==> src/rtl/rotate_kick_unit.sv <==
// rotate_kick_unit: sequential tetromino rotation with wall kicks.
// Each rotation candidate is formed around the pivot cell, shifted by one kick
// offset at a time, rejected locally when it leaves the board, and otherwise
// handed to an external collision checker through a valid/response handshake.

package types_pkg;

   typedef enum logic [2:0] {
      CYAN,
      YELLOW,
      MAGENTA,
      GREEN,
      RED,
      BLUE,
      ORANGE
   } block_color;

   typedef enum logic [1:0] {
      NORMAL,
      ROT_LEFT,
      ROT2,
      ROT_RIGHT
   } orientation;

endpackage

module rotate_kick_unit
   import types_pkg::*;
#(
   parameter int COORD_W   = 5,
   parameter int NUM_CELLS = 4,
   parameter int NUM_KICKS = 5,
   parameter int BOARD_W   = 10,
   parameter int BOARD_H   = 20
) (
   input  logic                           clk,
   input  logic                           reset,
   input  logic                           start,
   input  logic                           rotate_left,
   input  block_color                     block,
   input  orientation                     cur_orientation,
   input  logic [NUM_CELLS*COORD_W-1:0]   x_block,
   input  logic [NUM_CELLS*COORD_W-1:0]   y_block,
   output logic                           query_valid,
   output logic [NUM_CELLS*COORD_W-1:0]   query_x,
   output logic [NUM_CELLS*COORD_W-1:0]   query_y,
   input  logic                           resp_valid,
   input  logic                           resp_collide,
   output logic                           busy,
   output logic                           done,
   output logic                           success,
   output logic [NUM_CELLS*COORD_W-1:0]   new_x,
   output logic [NUM_CELLS*COORD_W-1:0]   new_y,
   output orientation                     new_orientation
);

   // Two extra bits give headroom for negative offsets and for kicks past the edge.
   localparam int SW = COORD_W + 2;
   localparam int XW = NUM_CELLS * COORD_W;

   localparam logic signed [SW-1:0] BOARD_W_S = SW'(BOARD_W);
   localparam logic signed [SW-1:0] BOARD_H_S = SW'(BOARD_H);
   localparam logic [2:0]           LAST_KICK = 3'(NUM_KICKS - 1);

   typedef enum logic [1:0] {
      IDLE,
      CALC,
      QUERY,
      DONE
   } state_t;

   state_t     state;
   logic [2:0] kick_idx;
   logic       lat_left;
   orientation lat_orient;
   logic [XW-1:0] lat_x;
   logic [XW-1:0] lat_y;

   logic [XW-1:0] cand_x;
   logic [XW-1:0] cand_y;
   logic          cand_oob;

   // Clockwise kick table; counter-clockwise mirrors the horizontal component.
   function automatic logic signed [SW-1:0] kick_dx(input logic [2:0] k);
      case (k)
         3'd1:    kick_dx = SW'(-1);
         3'd2:    kick_dx = SW'(1);
         3'd4:    kick_dx = SW'(-2);
         default: kick_dx = '0;
      endcase
   endfunction

   function automatic logic signed [SW-1:0] kick_dy(input logic [2:0] k);
      case (k)
         3'd3:    kick_dy = SW'(-1);
         default: kick_dy = '0;
      endcase
   endfunction

   // Counter-clockwise walks NORMAL->ROT_LEFT->ROT2->ROT_RIGHT, clockwise the other way.
   function automatic orientation step_orientation(input orientation o, input logic ccw);
      case (o)
         NORMAL:    step_orientation = ccw ? ROT_LEFT  : ROT_RIGHT;
         ROT_LEFT:  step_orientation = ccw ? ROT2      : NORMAL;
         ROT2:      step_orientation = ccw ? ROT_RIGHT : ROT_LEFT;
         default:   step_orientation = ccw ? NORMAL    : ROT2;
      endcase
   endfunction

   // Build the candidate for the current kick and flag any cell that leaves the board.
   always_comb begin
      logic signed [SW-1:0] pivot_x;
      logic signed [SW-1:0] pivot_y;
      logic signed [SW-1:0] kick_x;
      logic signed [SW-1:0] kick_y;
      logic signed [SW-1:0] off_x;
      logic signed [SW-1:0] off_y;
      logic signed [SW-1:0] rot_x;
      logic signed [SW-1:0] rot_y;
      logic signed [SW-1:0] pos_x;
      logic signed [SW-1:0] pos_y;

      cand_x   = '0;
      cand_y   = '0;
      cand_oob = 1'b0;
      pivot_x  = $signed({2'b00, lat_x[COORD_W +: COORD_W]});
      pivot_y  = $signed({2'b00, lat_y[COORD_W +: COORD_W]});
      kick_x   = lat_left ? -kick_dx(kick_idx) : kick_dx(kick_idx);
      kick_y   = kick_dy(kick_idx);
      off_x    = '0;
      off_y    = '0;
      rot_x    = '0;
      rot_y    = '0;
      pos_x    = '0;
      pos_y    = '0;

      for (int i = 0; i < NUM_CELLS; i++) begin
         off_x = $signed({2'b00, lat_x[i*COORD_W +: COORD_W]}) - pivot_x;
         off_y = $signed({2'b00, lat_y[i*COORD_W +: COORD_W]}) - pivot_y;
         rot_x = lat_left ? off_y : -off_y;
         rot_y = lat_left ? -off_x : off_x;
         pos_x = pivot_x + rot_x + kick_x;
         pos_y = pivot_y + rot_y + kick_y;
         if (pos_x[SW-1] || (pos_x >= BOARD_W_S) || pos_y[SW-1] || (pos_y >= BOARD_H_S)) begin
            cand_oob = 1'b1;
         end
         cand_x[i*COORD_W +: COORD_W] = pos_x[COORD_W-1:0];
         cand_y[i*COORD_W +: COORD_W] = pos_y[COORD_W-1:0];
      end
   end

   // Control FSM: latch the request, walk the kick list, and register every output.
   always_ff @(posedge clk) begin
      if (reset) begin
         state           <= IDLE;
         kick_idx        <= '0;
         lat_left        <= 1'b0;
         lat_orient      <= NORMAL;
         lat_x           <= '0;
         lat_y           <= '0;
         query_valid     <= 1'b0;
         query_x         <= '0;
         query_y         <= '0;
         busy            <= 1'b0;
         done            <= 1'b0;
         success         <= 1'b0;
         new_x           <= '0;
         new_y           <= '0;
         new_orientation <= NORMAL;
      end else begin
         case (state)
            IDLE: begin
               if (start) begin
                  lat_left   <= rotate_left;
                  lat_orient <= cur_orientation;
                  lat_x      <= x_block;
                  lat_y      <= y_block;
                  kick_idx   <= '0;
                  busy       <= 1'b1;
                  if (block == YELLOW) begin
                     state           <= DONE;
                     done            <= 1'b1;
                     success         <= 1'b1;
                     new_x           <= x_block;
                     new_y           <= y_block;
                     new_orientation <= cur_orientation;
                  end else begin
                     state <= CALC;
                  end
               end
            end

            CALC: begin
               if (!cand_oob) begin
                  query_x     <= cand_x;
                  query_y     <= cand_y;
                  query_valid <= 1'b1;
                  state       <= QUERY;
               end else if (kick_idx == LAST_KICK) begin
                  state           <= DONE;
                  done            <= 1'b1;
                  success         <= 1'b0;
                  new_x           <= lat_x;
                  new_y           <= lat_y;
                  new_orientation <= lat_orient;
               end else begin
                  kick_idx <= kick_idx + 3'd1;
               end
            end

            QUERY: begin
               if (resp_valid) begin
                  query_valid <= 1'b0;
                  if (!resp_collide) begin
                     state           <= DONE;
                     done            <= 1'b1;
                     success         <= 1'b1;
                     new_x           <= query_x;
                     new_y           <= query_y;
                     new_orientation <= step_orientation(lat_orient, lat_left);
                  end else if (kick_idx == LAST_KICK) begin
                     state           <= DONE;
                     done            <= 1'b1;
                     success         <= 1'b0;
                     new_x           <= lat_x;
                     new_y           <= lat_y;
                     new_orientation <= lat_orient;
                  end else begin
                     kick_idx <= kick_idx + 3'd1;
                     state    <= CALC;
                  end
               end
            end

            DONE: begin
               done  <= 1'b0;
               busy  <= 1'b0;
               state <= IDLE;
            end

            default: begin
               state <= IDLE;
            end
         endcase
      end
   end

endmodule

==> config.mk <==
export PLATFORM = sky130hd
export DESIGN_NAME = rotate_kick_unit
export DESIGN_NICKNAME = d
export VERILOG_FILES = /design/src/rtl/rotate_kick_unit.sv
export SDC_FILE = /design/constraint.sdc
export NUM_CORES = 1
export LEC_CHECK = 0
export ABC_AREA = 0
export BUFFER_PORTS_ARGS = -buffer_cell sky130_fd_sc_hd__buf_2
export CORE_MARGIN = 2
export CORE_UTILIZATION = 60
export DETAILED_ROUTE_END_ITERATION = 12
export PLACE_DENSITY_LB_ADDON = 0.15
export SKIP_CTS_REPAIR_TIMING = 1
export SYNTH_ARGS = -nofsm -noshare
export SYNTH_HDL_FRONTEND = slang
export SYNTH_SLANG_ARGS = --single-unit
==> constraint.sdc <==
create_clock -name clk -period 6.2 [get_ports clk]
set_clock_uncertainty 0.1 [all_clocks]
set_input_delay 1.24 -clock clk [delete_from_list [all_inputs] [get_ports clk]]
set_output_delay 1.24 -clock clk [all_outputs]
set_load 0.02 [all_outputs]
# After elaboration in Yosys (flattened, before gate mapping)
# Cells that the tools add are included.
[classes]
addsub = 34
order_cmp = 8
n_eq_ne = 17
n_mux = 72
n_bitwise = 1
reduce_logical = 25
[ops]
columns = ["op", "count"]
rows = [
  ["$mux 20", 12],
  ["$pmux 20 s3", 2],
  ["$mux 7", 10],
  ["$add 6x7->7", 8],
  ["$add 7x7->7", 8],
  ["$neg 6->7", 8],
  ["$sub 5x5->6", 8],
  ["$mux 2", 17],
  ["$ge 7x5->1 const B", 4],
  ["$ge 7x6->1 const B", 4],
  ["$pmux 7 s3", 1],
  ["$mux 1", 17],
  ["$mux 3", 5],
  ["$logic_or 1x1->1", 12],
  ["$ne 2x2->1 const B", 6],
  ["$pmux 2 s3", 2],
  ["$reduce_and 5->1", 2],
  ["$pmux 3 s3", 1],
  ["$pmux 2 s4", 1],
  ["$neg 7->7", 1],
  ["$eq 2x2->1 const B", 3],
  ["$eq 3x1->1 const B", 2],
  ["$eq 3x2->1 const B", 2],
  ["$reduce_and 2->1", 3],
  ["13 further kinds", 18],
]
[word_totals]
ff_bits = 134
out_inout_bits = 86
word_cells = 172

# Logic depth before layout (Yosys ltp)
# Gate-level depths: netlist of the first run.
[depth]
ltp_word = 15
mapped_depth = 24
ltp_nobuf = 21

# Worst setup path after synthesis of the first run
# OpenSTA, ideal clock, no wires.
[synth_timing]
kind = "register -> register"
from = "reg lat_y[5]"
to = "reg new_x[10]"
arrival_ns = 4.741
slack_ns = 1.243
stages_incl_launch_ff = 23
path_buffers = 3
synth_period_minus_slack_ns = 4.957
path_cell_list = "dfxtp_1 > ha_1 > inv_1 > fa_1 > inv_1 > ha_1 > mux2_2 > fa_1 > ha_1 > inv_1 > fa_1 > inv_1 > o21ai_0 > nand2_1 > a2111oi_0 > nand4_1 > nor4_2 > and4_1 > buf_6 > buf_12 > buf_12 > nor4_1 > a31o_1"
[synth_between]
elab_chain_len = 15
elab_cells_between_ends = 54
classes_between = "add/sub (24); order compare (8); eq/ne (1); mux (8); reduce/logical (13)"
[synth_rtl]
columns = ["element", "line_no", "rtl"]
rows = [
  ["start: declaration", "77", "logic [XW-1:0] lat_y;"],
  ["start signal: assignment", "177", "lat_y <= y_block;"],
  ["$sub 5x5->6", "139", "off_y = $signed({2'b00, lat_y[i*COORD_W +: COORD_W]}) - pivot_y;"],
  ["$neg 6->7", "140", "rot_x = lat_left ? off_y : -off_y;"],
  ["$mux 7", "140", ""],
  ["$add 6x7->7", "142", "pos_x = pivot_x + rot_x + kick_x;"],
  ["$add 7x7->7", "142", ""],
  ["$ge 7x5->1", "144", "if (pos_x[SW-1] || (pos_x >= BOARD_W_S) || pos_y[SW-1] || (pos_y >= BOARD_H_S)) begin"],
  ["$logic_or 1x1->1 (3 in a row)", "144", ""],
  ["$mux 1 (3 in a row)", "144", ""],
  ["$mux 1 (*)", "144", ""],
  ["$ne 2x2->1 (no line) (*)", "n/a", ""],
  ["$reduce_and 5->1 (no line) (*)", "n/a", ""],
  ["end signal: assignment", "184", "new_x <= x_block;"],
  ["end signal: assignment", "203", "new_x <= lat_x;"],
  ["end signal: assignment", "218", "new_x <= query_x;"],
  ["end: declaration", "52", "output logic [NUM_CELLS*COORD_W-1:0] new_x,"],
]
# Mark *: on every way between the ends. The rest lies on a longest branch, timed or not.
# A chain may end at the register's enable or synchronous reset.

# Worst setup path after layout of the first run
[layout_timing]
from = "reg lat_y[6]"
to = "reg new_x[6]"
# Same word-level chain as after synthesis.

==> flow_metrics.tcl, run 1 <==
set metrics [dict create \
    hp-class "flip-flop to flip-flop" \
    cts-htree-levels 4 \
    crit-reg2reg-launch "lat_y[6]" \
    outcome "complete, no violations" \
    ys_warn_count 0 \
    area_delta_synth_final_pct 13.0 \
    fin_ws_ns 0.316 \
    netlist_instances 1407 \
    worstPathMaxFanout 77 \
    path_cells "clkinvlp_4 -> fa_1 -> inv_1 -> ha_1 -> mux2_2 -> fa_1 -> ha_1 -> inv_1 -> fa_1 -> inv_1 -> o21ai_0 -> nand2_1 -> a2111oi_2 -> nand4_1 -> nor4_2 -> and4_2 -> buf_12 -> nor4_1 -> a31o_2" \
    stdcell_count 1740 \
    min_period_over_period_pct 94.9 \
    setup.worst_path.start "lat_y[6]" \
    min_from "query_y[5]" \
    place_congestion 0.949 \
    cts-root-buf "clkbuf_16" \
    synth_seq_cells 134 \
    syn-num-nets 1604 \
    drive_above_1_share_pct 16.5 \
    die_x_um 138 \
    reg2reg_setup_slack_ns 0.32 \
    clk_pin_slew_ns 0.06 \
    final_common_cell "nand2_1" \
    rsz0062_at_grt "no" \
    ys_async_sr_fraction_pct 0 \
    crit_buf_inv 5 \
    synth_compound_area_share_pct 20.7 \
    ys_types 64 \
    ant_nets 0 \
    r2r_cells 19 \
    max_freq_mhz 170 \
    hold_ws_ns 0.370 \
    die-area_mm2 0.0191 \
    endpoint_kind "flip-flop" \
    grt_pass1_vias 10036 \
    maxCapViolations 0 \
    grtUsageMet1_pct 46.3 \
    p_per_area_mw_per_mm2 621 \
    yosysTopAreaCellShare_pct 24.8 \
    period_needed_ns 5.88 \
    cp_slowest_stage_delay_ns 0.64 \
    hold_end "query_y[5]" \
    start_util_pct 60.6 \
    grt_usage_pct 35.0 \
    clock_latency_ns 0.42 \
    yosysSeqAreaShare_pct 24.8 \
    antenna_found_initial 0 \
    yosysTopAreaCell "dfxtp_1" \
    dpl_worst_slack_ns 0.235 \
    synth_xor_area_share_pct 6.73 \
    setup_viol 0 \
    grt_busiest_layer "met2" \
    synthAdderAreaFrac_pct 20.0 \
    worstPathArrival_ns 6.10 \
    totalNegativeSetupSlack_ns 0 \
    core_area_mm2 0.0178 \
    worstMarginPinSlew_ns 1.11 \
    stdcell_area_mm2 0.0122 \
    final_cell_mix "290 x nand2_1, 207 x a21oi_1, 135 x buf_2, 134 x dfxtp_1, 101 x ha_1" \
    power.total_mw 7.58 \
    grt_pass1_wl_um 54000 \
    max_slew_margin_pct 26.2 \
    slew_viol_final 0 \
    crit_type "flip-flop to flip-flop" \
    port_buffers 136 \
    drt_iter0_drc 931 \
    hpwl_um 24000 \
    clockBufferDepth 2 \
    synthTopCellsByArea "dfxtp_1 25%, ha_1 12%, nand2_1 10%" \
    power.leakage_nw 5.37 \
    peakVddDrop_mv 0.338 \
    worstReg2RegEnd "new_x[6]" \
    wl_um 33900 \
    ys.flop_type "dfxtp_1" \
    cts.sinks 134 \
    rows 49 \
    wl_per_cell_um 19.5 \
    path_delay_family "adder cells" \
    synth_edf_count 0 \
    yosys.area_share.simple_pct 19.9 \
    cts-buffers-inserted 17 \
    nets 1696 \
    placed_cell_area_mm2 0.0115 \
    antennaDiodeCount 0 \
    utilization_pct 68.4 \
    grt_start_max_net_pins 78 \
    startpoint_type "flip-flop" \
    met3_usage_pct 5.54 \
    timing_hold_violations_final 0 \
    synth_top_family_by_area "compound AO/OA/AOI/OAI gates" \
    gr-total-overflow 0 \
    avgViaCountPerCell 6.12 \
    drc 0 \
    io_pins 137 \
    numPlacedInstances 1705 \
    cp.required_ns 6.42 \
    synthMuxAreaShare_pct 0.914 \
    syn_area_per_cell_um2 7.68 \
    vias 10644 \
    met2_usage_pct 56.5 \
    cts_tree "built" \
    die_h_um 138 \
    netlist_area_mm2 0.0108 \
    crit_slowest_cell "fa_1" \
    holdPathStages 2 \
    drt_first_pass_iters 6 \
]
-- area by class of cell --
cell class,instances,area [um^2]
clock buffers,19,443
clock inverters,12,178
fillers,1557,5630
inverters,90,342
multi-input cells,1096,7390
flip-flops and latches,134,2680
well taps,229,287
repair buffers,160,888
-- layer usage --
layer  routed length (um)  share of wire, %
met1                13800                41
met2                15700                46
met3                 2700               8.0
met4                 1630               4.8
met5                    0                 0
-- power breakdown --
part | total [mW] | internal [mW] | switching (mW)
Sequential | 1.26 | 1.06 | 0.205
Clock | 1.08 | 0.681 | 0.396
Combinational | 5.24 | 2.00 | 3.24
-- state kept, by name, indices dropped and copies added, names as in the netlist --
| register | flops |
|---|---|
| new_x | 20 |
| lat_y | 20 |
| lat_x | 20 |
| query_x | 20 |
| lat_orient | 2 |
| new_y | 20 |
| new_orientation | 2 |
| state | 2 |
| success | 1 |
| kick_idx | 3 |
| busy | 1 |
| done | 1 |
| query_y | 20 |
| query_valid | 1 |
| lat_left | 1 |
-- tightest hold or removal path: stages, from the launching register on --
cell and delay, ns:
dfxtp_1 0.32, nand2_1 0.06, a21oi_1 0.05
-- Yosys cell counts (all sizes together) (2+ instances only) --
cell       n
nor4      44
buf       27
a21oi    208
inv       90
nor2      55
o22a       2
a211o      3
a21o      13
nand4      5
o211ai     9
nor3       7
o21bai     5
and3      13
and2       3
clkbuf    60
mux2i      6
xor2      33
a31o      42
ha       102
or4        3
a2111oi    2
nor2b      4
xnor2     50
nand2    290
a211oi     8
or2       13
dfxtp    134
o21ai     68
nand2b    24
o311ai     3
o31ai      5
o221ai     2
or3        3
mux2       2
fa        44
nand3     11
-- cells by family (layout without fill, tap and decap cells) --
| family | Yosys count | in the layout |
|---|---|---|
| buffers and inverters | 177 | 281 |
| AOI/OAI and AO/OA | 379 | 379 |
| adders and majority gates | 146 | 146 |
| muxes | 8 | 8 |
| DFF | 134 | 134 |
| and+or+nand+nor | 480 | 480 |
| xor gates and xnor gates | 83 | 83 |
-- how the worst max path moves through the flow --
stage                               endpoint  cells after the start
after floorplan                    new_x[10]                     22
after global placement    new_orientation[1]                     19
after detailed placement           new_y[11]                     19
after CTS                          new_y[11]                     19
after global routing                new_x[6]                     19
final                               new_x[6]                     19
Power figures use the tool's default switching activity.
==> run 2, diff against run 1 <==
--- a/config.mk
+++ b/config.mk
@@ -7,7 +7,7 @@
 export LEC_CHECK = 0
 export ABC_AREA = 0
 export BUFFER_PORTS_ARGS = -buffer_cell sky130_fd_sc_hd__buf_2
-export CORE_MARGIN = 2
+export CORE_MARGIN = 10
 export CORE_UTILIZATION = 60
 export DETAILED_ROUTE_END_ITERATION = 12
 export PLACE_DENSITY_LB_ADDON = 0.15
==> run 2 against run 1 <==
Utilization is 0.15 points lower. Combinational power hardly changed. Design area down 0.23%. Worst hold slack improved by 0.011 ns. Clock power hardly changed. Total power decreased by 0.26%. Cell count is 0.11% lower. Routed wire length rose by 2.5%. Via count is 0.28% higher. Critical path type unchanged. Critical endpoint is now new_y[11]. Largest cell class unchanged. Largest power group unchanged.
==> flow_metrics.tcl, run 2 (same netlist as run 1, synthesis figures left out) <==
set metrics [dict create \
    antenna_found_initial 0 \
    peakVddDrop_mv 0.308 \
    p_per_area_mw_per_mm2 620 \
    hold_end "query_y[3]" \
    crit-reg2reg-launch "lat_y[6]" \
    max_freq_mhz 170 \
    r2r_cells 19 \
    period_needed_ns 5.89 \
    clockPowerShare_pct 14.3 \
    stdcell_count 1738 \
    nFillCells 1517 \
    worstMarginPinSlew_ns 1.11 \
    hpwl_um 25100 \
    vias 10674 \
    clockBufferDepth 2 \
    reg2reg_setup_slack_ns 0.31 \
    final_common_cell "nand2_1" \
    min_from "query_y[3]" \
    cp.required_ns 6.41 \
    cts-root-buf "clkbuf_16" \
    fin_ws_ns 0.308 \
    io_pins 137 \
    cts-htree-levels 4 \
    start_util_pct 60.6 \
    power.total_mw 7.56 \
    clk_pin_slew_ns 0.06 \
    switching_share_pct 50.9 \
    die_x_um 154 \
    grt_pass1_wl_um 54700 \
    cpMostUsedCell "inv_1" \
    dpl_worst_slack_ns 0.142 \
    cts.sinks 134 \
    rsz0062_at_grt "no" \
    rows 49 \
    wl_per_cell_um 20.0 \
    area_delta_synth_final_pct 12.7 \
    crit_buf_inv 5 \
    path_cells "inv_1 -> fa_1 -> inv_1 -> ha_1 -> mux2_2 -> fa_1 -> ha_1 -> inv_1 -> fa_1 -> inv_1 -> o21ai_0 -> nand2_1 -> a2111oi_2 -> nand4_1 -> nor4_2 -> and4_2 -> buf_6 -> nor4_1 -> a31o_2" \
    grt_usage_pct 28.0 \
    setup_viol 0 \
    slew_viol_final 0 \
    grt_pass1_vias 10081 \
    ant_nets 0 \
    wl_um 34700 \
    min_period_over_period_pct 95.0 \
    die_h_um 154 \
    drive_above_1_share_pct 16.3 \
    die-area_mm2 0.0238 \
    path_delay_family "adder cells" \
    timing_hold_violations_final 0 \
    power.leakage_nw 5.36 \
    pwr-share-comb_pct 69.0 \
    gr-total-overflow 0 \
    final_cell_mix "290 x nand2_1, 207 x a21oi_1, 135 x buf_2, 134 x dfxtp_1, 101 x ha_1" \
    cp_slowest_stage_delay_ns 0.65 \
    grt_start_max_net_pins 88 \
    crit_type "flip-flop to flip-flop" \
    port_buffers 136 \
    drc 0 \
    drt_iter0_drc 932 \
    numPlacedInstances 1706 \
    hp-class "flip-flop to flip-flop" \
    core_area_mm2 0.0178 \
    drt_first_pass_iters 5 \
    stdcell_area_mm2 0.0122 \
    hold_ws_ns 0.381 \
    worstPathArrival_ns 6.10 \
    cts-buffers-inserted 17 \
    p_seq_share_pct 16.7 \
    max_slew_margin_pct 26.3 \
    worstReg2RegEnd "new_y[11]" \
    holdPathStages 2 \
    utilization_pct 68.3 \
    worstPathMaxFanout 37 \
    place_congestion 0.923 \
    nets 1693 \
    clock_latency_ns 0.43 \
    p_sw_mw 3.84 \
    p_int_mw 3.71 \
    crit_slowest_cell "fa_1" \
    antennaDiodeCount 0 \
    outcome "complete, no violations" \
    totalNegativeSetupSlack_ns 0 \
    endpoint_kind "flip-flop" \
    avgViaCountPerCell 6.14 \
    maxCapViolations 0 \
    startpoint_type "flip-flop" \
    cts_tree "built" \
    placed_cell_area_mm2 0.0115 \
]
==> run 2: changes by cell type in the layout (fill, tap and decap cells not counted), sizes merged <==
cell      delta
clkbuf       +3
clkinvlp     -2
inv          +1
buf          -3
bufinv       -1
==> run 2: how the worst max path moves through the flow <==
stage	from	to	slack (ns)	cells past startpoint
6_report	lat_y[6]	new_y[11]	0.31	19
3_5_place_dp	lat_y[6]	new_y[17]	0.14	19
2_1_floorplan	lat_y[5]	new_x[10]	1.24	22
5_1_grt	lat_y[6]	new_y[11]	0.08	19
4_1_cts	lat_y[6]	new_y[11]	0.06	19
3_3_place_gp	lat_y[6]	new_y[3]	0.26	19
==> run 2: power groups by stage <==
stage / Combinational [mW] / Sequential (mW) / Clock (mW)
6_report: 5.22 / 1.26 / 1.08
5_1_grt: 5.72 / 1.28 / 1.12
4_1_cts: 5.10 / 1.25 / 1.08
3_5_place_dp: 5.04 / 1.27 / 0
3_3_place_gp: 4.95 / 1.27 / 0
2_1_floorplan: 3.54 / 1.38 / 0
==> run 2: layout make-up <==
type	instances	area (um^2)	share of cell area (%)
tap	229	287	2.35
timing repair buffer	157	857	7.04
clock inverter	10	144	1.18
sequential	134	2680	22.0
inverter	90	338	2.77
clock buffer	22	484	3.97
multi-input combinational	1096	7390	60.7
==> run 2: worst register-to-register path, cell delays in order, from the launching register on <==
cell	delay, ns
dfxtp_1	0.52
inv_1	0.30
fa_1	0.66
inv_1	0.07
ha_1	0.26
mux2_2	0.28
fa_1	0.49
ha_1	0.21
inv_1	0.07
fa_1	0.49
inv_1	0.05
o21ai_0	0.14
nand2_1	0.16
a2111oi_2	0.44
nand4_1	0.16
nor4_2	0.33
and4_2	0.35
buf_6	0.32
nor4_1	0.14
a31o_2	0.26
==> run 2: metal layers <==
metal  vias to the layer above  global-route usage (%)  share of wire [%]
met5                         -                       0                  0
met2                       556                    46.5                 47
met3                        93                    4.99                8.4
met4                         0                    12.0                3.8
li1                       5002                       -                  -
met1                      5023                    34.8                 40
